===== src/rtl/semaforo_pkg.sv =====
// Shared definitions for the two-way traffic-light controller:
// lamp codes, phase encoding, default phase durations and the lamp decoder.
package semaforo_pkg;

    localparam logic [2:0] GREEN  = 3'b001;
    localparam logic [2:0] YELLOW = 3'b010;
    localparam logic [2:0] RED    = 3'b100;

    localparam logic [7:0] T_VERDE_DEF    = 8'd1;
    localparam logic [7:0] T_AMARELO_DEF  = 8'd3;
    localparam logic [7:0] T_VERMELHO_DEF = 8'd2;

    typedef enum logic [1:0] {P0, P1, P2, P3} phase_t;

    typedef struct packed {
        logic [2:0] a;
        logic [2:0] b;
    } lamps_t;

    function automatic lamps_t decode(input phase_t p);
        lamps_t l;
        case (p)
            P0:      l = '{a: GREEN,  b: RED};
            P1:      l = '{a: YELLOW, b: RED};
            P2:      l = '{a: RED,    b: GREEN};
            default: l = '{a: RED,    b: YELLOW};
        endcase
        return l;
    endfunction

endpackage


===== src/rtl/semaforo_timer.sv =====
// Loadable 8-bit down-counter with zero flag; holds at zero until reloaded.
module semaforo_timer #(
    parameter logic [7:0] RST_VAL = 8'd0
) (
    input  logic       clk,
    input  logic       rst,
    input  logic       load,
    input  logic [7:0] load_val,
    output logic [7:0] cnt,
    output logic       zero
);

    // NOTE: sequential state uses non-blocking assignments so every register
    // samples the pre-edge values of its inputs.
    always_ff @(posedge clk or negedge rst) begin
        if (!rst)
            cnt <= RST_VAL;
        else if (load)
            cnt <= load_val;
        else if (cnt != 8'd0)
            cnt <= cnt - 8'd1;
    end

    assign zero = (cnt == 8'd0);

endmodule


===== src/rtl/semaforo_ctrl.sv =====
// Two-way traffic-light controller: 4-phase timed cycle with a request
// button that cuts A's green short. Lamp outputs are registered.
module semaforo_ctrl
    import semaforo_pkg::*;
#(
    parameter logic [7:0] T_VERDE    = T_VERDE_DEF,
    parameter logic [7:0] T_AMARELO  = T_AMARELO_DEF,
    parameter logic [7:0] T_VERMELHO = T_VERMELHO_DEF
) (
    input  logic       clk,
    input  logic       rst,
    input  logic       bt,
    output logic [2:0] A,
    output logic [2:0] B
);

    if (T_VERDE == 8'd0 || T_AMARELO == 8'd0 || T_VERMELHO == 8'd0) begin : g_bad_param
        $error("semaforo_ctrl: phase durations must be 1..255");
    end

    phase_t     phase, phase_nxt;
    logic       req, req_nxt;
    logic       load;
    logic [7:0] load_val;
    logic [7:0] cnt;
    logic       zero;
    lamps_t     lamps_nxt;

    semaforo_timer #(.RST_VAL(T_VERDE - 8'd1)) u_timer (
        .clk      (clk),
        .rst      (rst),
        .load     (load),
        .load_val (load_val),
        .cnt      (cnt),
        .zero     (zero)
    );

    // NOTE: every signal written here gets a default first, so no path
    // through the block leaves a value held and no latch is inferred.
    always_comb begin
        phase_nxt = phase;
        load      = 1'b0;
        load_val  = 8'd0;
        req_nxt   = req | bt;

        if (phase == P0 && !zero && (req | bt)) begin
            phase_nxt = P1;
            load      = 1'b1;
            load_val  = T_AMARELO - 8'd1;
        end else if (zero) begin
            load = 1'b1;
            case (phase)
                P0: begin phase_nxt = P1; load_val = T_AMARELO - 8'd1;  end
                P1: begin phase_nxt = P2; load_val = T_VERMELHO - 8'd1; end
                P2: begin phase_nxt = P3; load_val = T_AMARELO - 8'd1;  end
                default: begin phase_nxt = P0; load_val = T_VERDE - 8'd1; end
            endcase
        end

        // A pending request is consumed when the yellow it asked for begins.
        if (phase_nxt == P1 && phase != P1)
            req_nxt = 1'b0;

        lamps_nxt = decode(phase_nxt);
    end

    // Lamps are decoded from the next phase so the registers track phase exactly.
    always_ff @(posedge clk or negedge rst) begin
        if (!rst) begin
            phase <= P0;
            req   <= 1'b0;
            A     <= GREEN;
            B     <= RED;
        end else begin
            phase <= phase_nxt;
            req   <= req_nxt;
            A     <= lamps_nxt.a;
            B     <= lamps_nxt.b;
        end
    end

endmodule


===== config.mk =====
export PLATFORM = sky130hd
export DESIGN_NAME = semaforo_ctrl
export DESIGN_NICKNAME = d
export VERILOG_FILES = /design/src/rtl/semaforo_pkg.sv /design/src/rtl/semaforo_timer.sv /design/src/rtl/semaforo_ctrl.sv
export SDC_FILE = /design/constraint.sdc
export NUM_CORES = 1
export LEC_CHECK = 0
export ABC_AREA = 1
export CAP_MARGIN = 5
export CORE_MARGIN = 2
export CORE_UTILIZATION = 34
export CTS_BUF_LIST = sky130_fd_sc_hd__clkbuf_4 sky130_fd_sc_hd__clkbuf_8
export CTS_CLUSTER_DIAMETER = 80
export CTS_CLUSTER_SIZE = 24
export DETAILED_ROUTE_END_ITERATION = 12
export GPL_ROUTABILITY_DRIVEN = 1
export PLACE_DENSITY = 0.55
export SLEW_MARGIN = 10
export SYNTH_ARGS = -nofsm -noshare
export SYNTH_HDL_FRONTEND = slang
export SYNTH_SLANG_ARGS = --single-unit

===== constraint.sdc =====
create_clock -name clk -period 1.4 [get_ports clk]
set_input_delay 0.28 -clock clk [delete_from_list [all_inputs] [get_ports clk]]
set_output_delay 0.28 -clock clk [all_outputs]
set_load 0.005 [all_outputs]

# Word level (Yosys, flattened, before mapping)
# Index checks and enable logic that the tools add are counted.
# totals
word_cells	34
regBits	17
in_bits	3
# classes
reduce_logical	10
eq_ne	5
bitwise	1
n_addsub	1
mux	12
# ops
op	count
$pmux 6 s3	1
$mux 8	2
$logic_not 8->1	1
$mux 2	4
$reduce_bool 8->1	1
$sub 8x1->8 const B	1
$pmux 2 s3	1
$eq 2x1->1 const B	2
$eq 2x2->1 const B	2
$logic_not 2->1	2
$pmux 2 s2	1
$logic_and 1x1->1	3
$mux 1	3
$ne 2x1->1 const B	1
$reduce_bool 2->1	1
$reduce_or 2->1	1
$logic_not 1->1	1
$or 1x1->1	1

# Longest topological paths before layout
# depth
word_depth	8
ltp_mapped	9

# Cells and area by module
# A second synthesis with hierarchy kept.
# unflattened
cells_unflattened	116
area_unflattened_um2	943.4
# modules_own_cells
module	cells_each	seq_area_each_um2	area_per_inst_um2	n_inst
semaforo_timer	71	200.2	513.0	1
semaforo_ctrl	45	227.7	430.4	1

# Least setup slack after synthesis
# Ideal clock, no wire load.
# synth_timing
kind	reg2reg
startpoint	register u_timer.cnt[0]
endpoint	register req
setup_time_ps	113
arrival_time_ps	1272
stages_incl_launch_ff	10
path_slack_ps	15
path_cell_list	dfrtp_1 > inv_1 > ha_1 > nand2_2 > o21ai_4 > nand2_4 > nand2_4 > nand3_2 > nand2_1 > inv_1
# synth_between
elab_chain_len	8
# synth_lines
item	line	rtl
start, declared	semaforo_timer.sv:9	output logic [7:0] cnt,
start signal, assigned	semaforo_timer.sv:19	cnt <= load_val;
start signal, assigned	semaforo_timer.sv:21	cnt <= cnt - 8'd1;
$logic_not 8->1 (*)	semaforo_timer.sv:24	assign zero = (cnt == 8'd0);
$logic_not 1->1	semaforo_ctrl.sv:46	if (phase == P0 && !zero && (req | bt)) begin
$logic_and 1x1->1 (2 in series)	semaforo_ctrl.sv:46	
$mux 2 (*)	semaforo_ctrl.sv:46	
via phase_nxt[0]	semaforo_ctrl.sv:21	phase_t phase, phase_nxt;
$eq 2x1->1 (*)	semaforo_ctrl.sv:61	if (phase_nxt == P1 && phase != P1)
$logic_and 1x1->1 (*)	semaforo_ctrl.sv:61	
$mux 1 (*)	semaforo_ctrl.sv:61	
via req_nxt	semaforo_ctrl.sv:22	logic req, req_nxt;
end signal, assigned	semaforo_ctrl.sv:76	req <= req_nxt;
end, declared	semaforo_ctrl.sv:22	
# The timed path passes the listed nets; every way through them passes the cells marked *.
# A chain may end at the register's enable or synchronous reset.

# Final worst setup path
# Ends and elaborated chain as after synthesis.

==> results.sh <==
export IMPL_finalCriticalPeriod_ns=1.347
export IMPL_cts_buffer_depth=2
export IMPL_core_area_mm2=0.002255
export IMPL_layout_cells_non_filler=136
export IMPL_die_x_um=53.14
export IMPL_crit_required_ns=1.59
export IMPL_die_area_mm2=0.002823
export IMPL_maxCapViolCount=0
export IMPL_rsz0062_at_grt="yes"
export IMPL_setup_violations=0
export IMPL_antenna_found_initial=0
export IMPL_finClkSkew_ns=0.002763
export IMPL_routed_top_layer="met4"
export IMPL_path_class="reg2reg"
export IMPL_ys_seq_area_share_pct=52.13
export IMPL_yosysUniqueCellTypes=23
export IMPL_postLayoutCoreUtil_pct=47.72
export IMPL_clk_pin_slew_ns=0.10
export IMPL_ys_warn_count=0
export IMPL_syn_area_um2=820.8
export IMPL_grt_overflow_total=0
export IMPL_drive_gt1_share_pct=35.19
export IMPL_drt_pass1_iterations=2
export IMPL_met2_wirelength_um=677
export IMPL_routed_wl_um=1396
export IMPL_fin_ws_ns=0.05250
export IMPL_ant_nets=0
export IMPL_wl_met3_um=37
export IMPL_leakage_nw=0.5505
export IMPL_cts_root_buffer="clkbuf_4"
export IMPL_dr_first_iter_drc_count=3
export IMPL_post_place_ws_ns=-0.1479
export IMPL_cp_start_kind="flip-flop"
export IMPL_fin_crit_sh_pct=96.25
export IMPL_start_util_pct=36.40
export IMPL_critPathArrivalTime_ns=1.54
export IMPL_synthFlopType="dfrtp_1"
export IMPL_numCtsBuffers=3
export IMPL_place_hpwl_um=1019
export IMPL_vdd_drop_max_mv=0.5446
export IMPL_hold_viol_final=0
export IMPL_track_usage_pct=12.43
export IMPL_worst_slew_pin_slew_ns=0.2130
export IMPL_drcViolationCount=0
export IMPL_cts_tree="done"
export IMPL_nets=117
export IMPL_grt_max_degree=18
export IMPL_io_buffers=8
export IMPL_grt_pass1_vias=605
export IMPL_wl_per_cell_um=10.26
export IMPL_viasPerCell=4.346
export IMPL_clk_latency_ns=0.29
export IMPL_rows=17
export IMPL_cts_htree_levels=1
export IMPL_synth_fp_nets=92
export IMPL_final_max_slew_violation_count=0
export IMPL_synth_edff_count=0
export IMPL_pin_count=9
export IMPL_relSlewSlack_pct=85.74
export IMPL_cp_end_kind="flip-flop"
export IMPL_avgSynthCellArea_um2=9.771
export IMPL_fmax_mhz=742.1
export IMPL_outcome="complete, no violations"
export IMPL_crit_fanout=5
export IMPL_gp_congestion=0.7541
export IMPL_cts_hold_buf=0
export IMPL_synth_cells=84
export IMPL_synth_seq_cells=17
export IMPL_place_inst=129
export IMPL_synthArstFlopShare_pct=100.0
export IMPL_grt_pass1_wl_um=2532
export IMPL_area_delta_synth_final_pct=31.10
export IMPL_num_antenna_cells=0
export IMPL_cts_sinks=17
export IMPL_hold_path_class="in2async"
export IMPL_powerDensity_mw_per_mm2=713.7
export IMPL_die_h_um=53.14
export IMPL_vias=591
export IMPL_m1WireLength_um=670
-- cells by family (layout without fill, tap and decap cells) --
group / count (synthesis) / in the layout / synth area share [%]
flip-flops: 17 / 17 / 52.13
AO/OA/AOI/OAI: 8 / 8 / 6.860
AND/OR/NAND/NOR: 35 / 35 / 22.87
adder cells (fa/ha/maj): 5 / 5 / 7.622
buffers and inverters: 16 / 40 / 7.316
XOR/XNOR: 3 / 3 / 3.202
-- area by class of cell --
| cell class | instances | area [µm²] |
|---|---|---|
| clock buffer | 3 | 22.52 |
| clock inverter | 1 | 5.005 |
| fill | 241 | 1179 |
| inverter | 16 | 60.06 |
| multi-input combinational | 51 | 362.8 |
| sequential | 17 | 427.9 |
| tap | 28 | 35.03 |
| timing repair buffer | 20 | 162.7 |
-- placed cells by master (no fill, tap or decap), types with 2 or more instances in the layout --
| master | count |
|---|---|
| xor2_1 | 3 |
| inv_1 | 12 |
| nand2_1 | 8 |
| nand3_2 | 2 |
| inv_2 | 4 |
| dfstp_2 | 2 |
| nor2_2 | 3 |
| clkbuf_4 | 3 |
| nand2_2 | 3 |
| nand3_1 | 2 |
| nand2_4 | 4 |
| a21oi_1 | 3 |
| nor2_1 | 7 |
| ha_1 | 4 |
| clkdlybuf4s50_1 | 2 |
| buf_4 | 12 |
| or2_2 | 2 |
| dfrtp_1 | 15 |
| dlygate4sd2_1 | 6 |
| nand4_1 | 2 |
-- synthesized netlist by cell type (all sizes together) (2+ instances only) --
cell type	number	area, µm²
a21oi	3	15.01
nand3	4	25.02
nand2	15	81.33
ha	5	62.56
dfstp	2	52.55
xor2	3	26.28
inv	16	60.05
dfrtp	15	375.4
nor2	10	45.05
or2	3	18.77
nand4	2	12.51
o21ai	2	21.27
-- where the power goes --
| group | internal [W] | switching [W] | total [W] |
|---|---|---|---|
| clock | 0.000106 | 0.000154 | 0.000260 |
| combinational | 0.00000690 | 0.00000984 | 0.0000167 |
| sequential | 0.000491 | 0.0000000818 | 0.000492 |
-- critical path, stage by stage (launching register included) --
cell and delay (ns):
dfrtp_1 0.40, inv_2 0.08, ha_4 0.15, nand2_4 0.06, o21ai_4 0.23, nand2_4 0.09
nand2_4 0.09, nand3_2 0.06, nand2_1 0.06, inv_1 0.04
-- timing repair --
action | in CTS | in global routing
endpoints found under the setup margin | 7 | 4
setup buffers | 1 | 2
gates resized for setup | 10 | 6
hold endpoints to repair | 0 | 0
pin swaps | 2 | 5
-- state kept, by name (all words and copies together) (netlist names) --
signal,flops
u_timer.cnt,8
A,3
phase,2
req,1
B,3
-- path summary, 6_finish.rpt --
check	from	endpoint	slack, ns	depth (start not counted)
worst max register to register	u_timer.cnt[0]	req	0.05	9
worst max-delay path	u_timer.cnt[0]	req	0.05	9
worst min register to register	u_timer.cnt[7]	u_timer.cnt[7]	0.58	2
min in group clk	u_timer.cnt[7]	u_timer.cnt[7]	0.58	2
worst min-delay path	rst	u_timer.cnt[2]	0.30	2
max in group asynchronous	rst	B[2]	0.85	2
-- layer usage --
metal,GRT usage (%),vias up
met5,0,-
met4,5.128,0
met3,3.390,2
met2,18.54,4
met1,16.84,278
li1,-,307
-- per-stage QoR --
| stage | setup TNS [ns] | total power [W] | hold slack (ns) | instance area [µm²] |
|---|---|---|---|---|
| floorplan | 0 | 0.0005014 | -0.01559 | 820.8 |
| global placement | -1.133 | 0.0005187 | 0.5323 | 1003 |
| detailed placement | -1.279 | 0.0005190 | 0.5355 | 1003 |
| CTS | 0 | 0.0007937 | 0.2927 | 1044 |
| global route | -0.07297 | 0.0008049 | 0.3257 | 1076 |
| finish | 0 | 0.0007680 | 0.3007 | 1076 |
No activity file was read; power rests on OpenSTA's default activity.
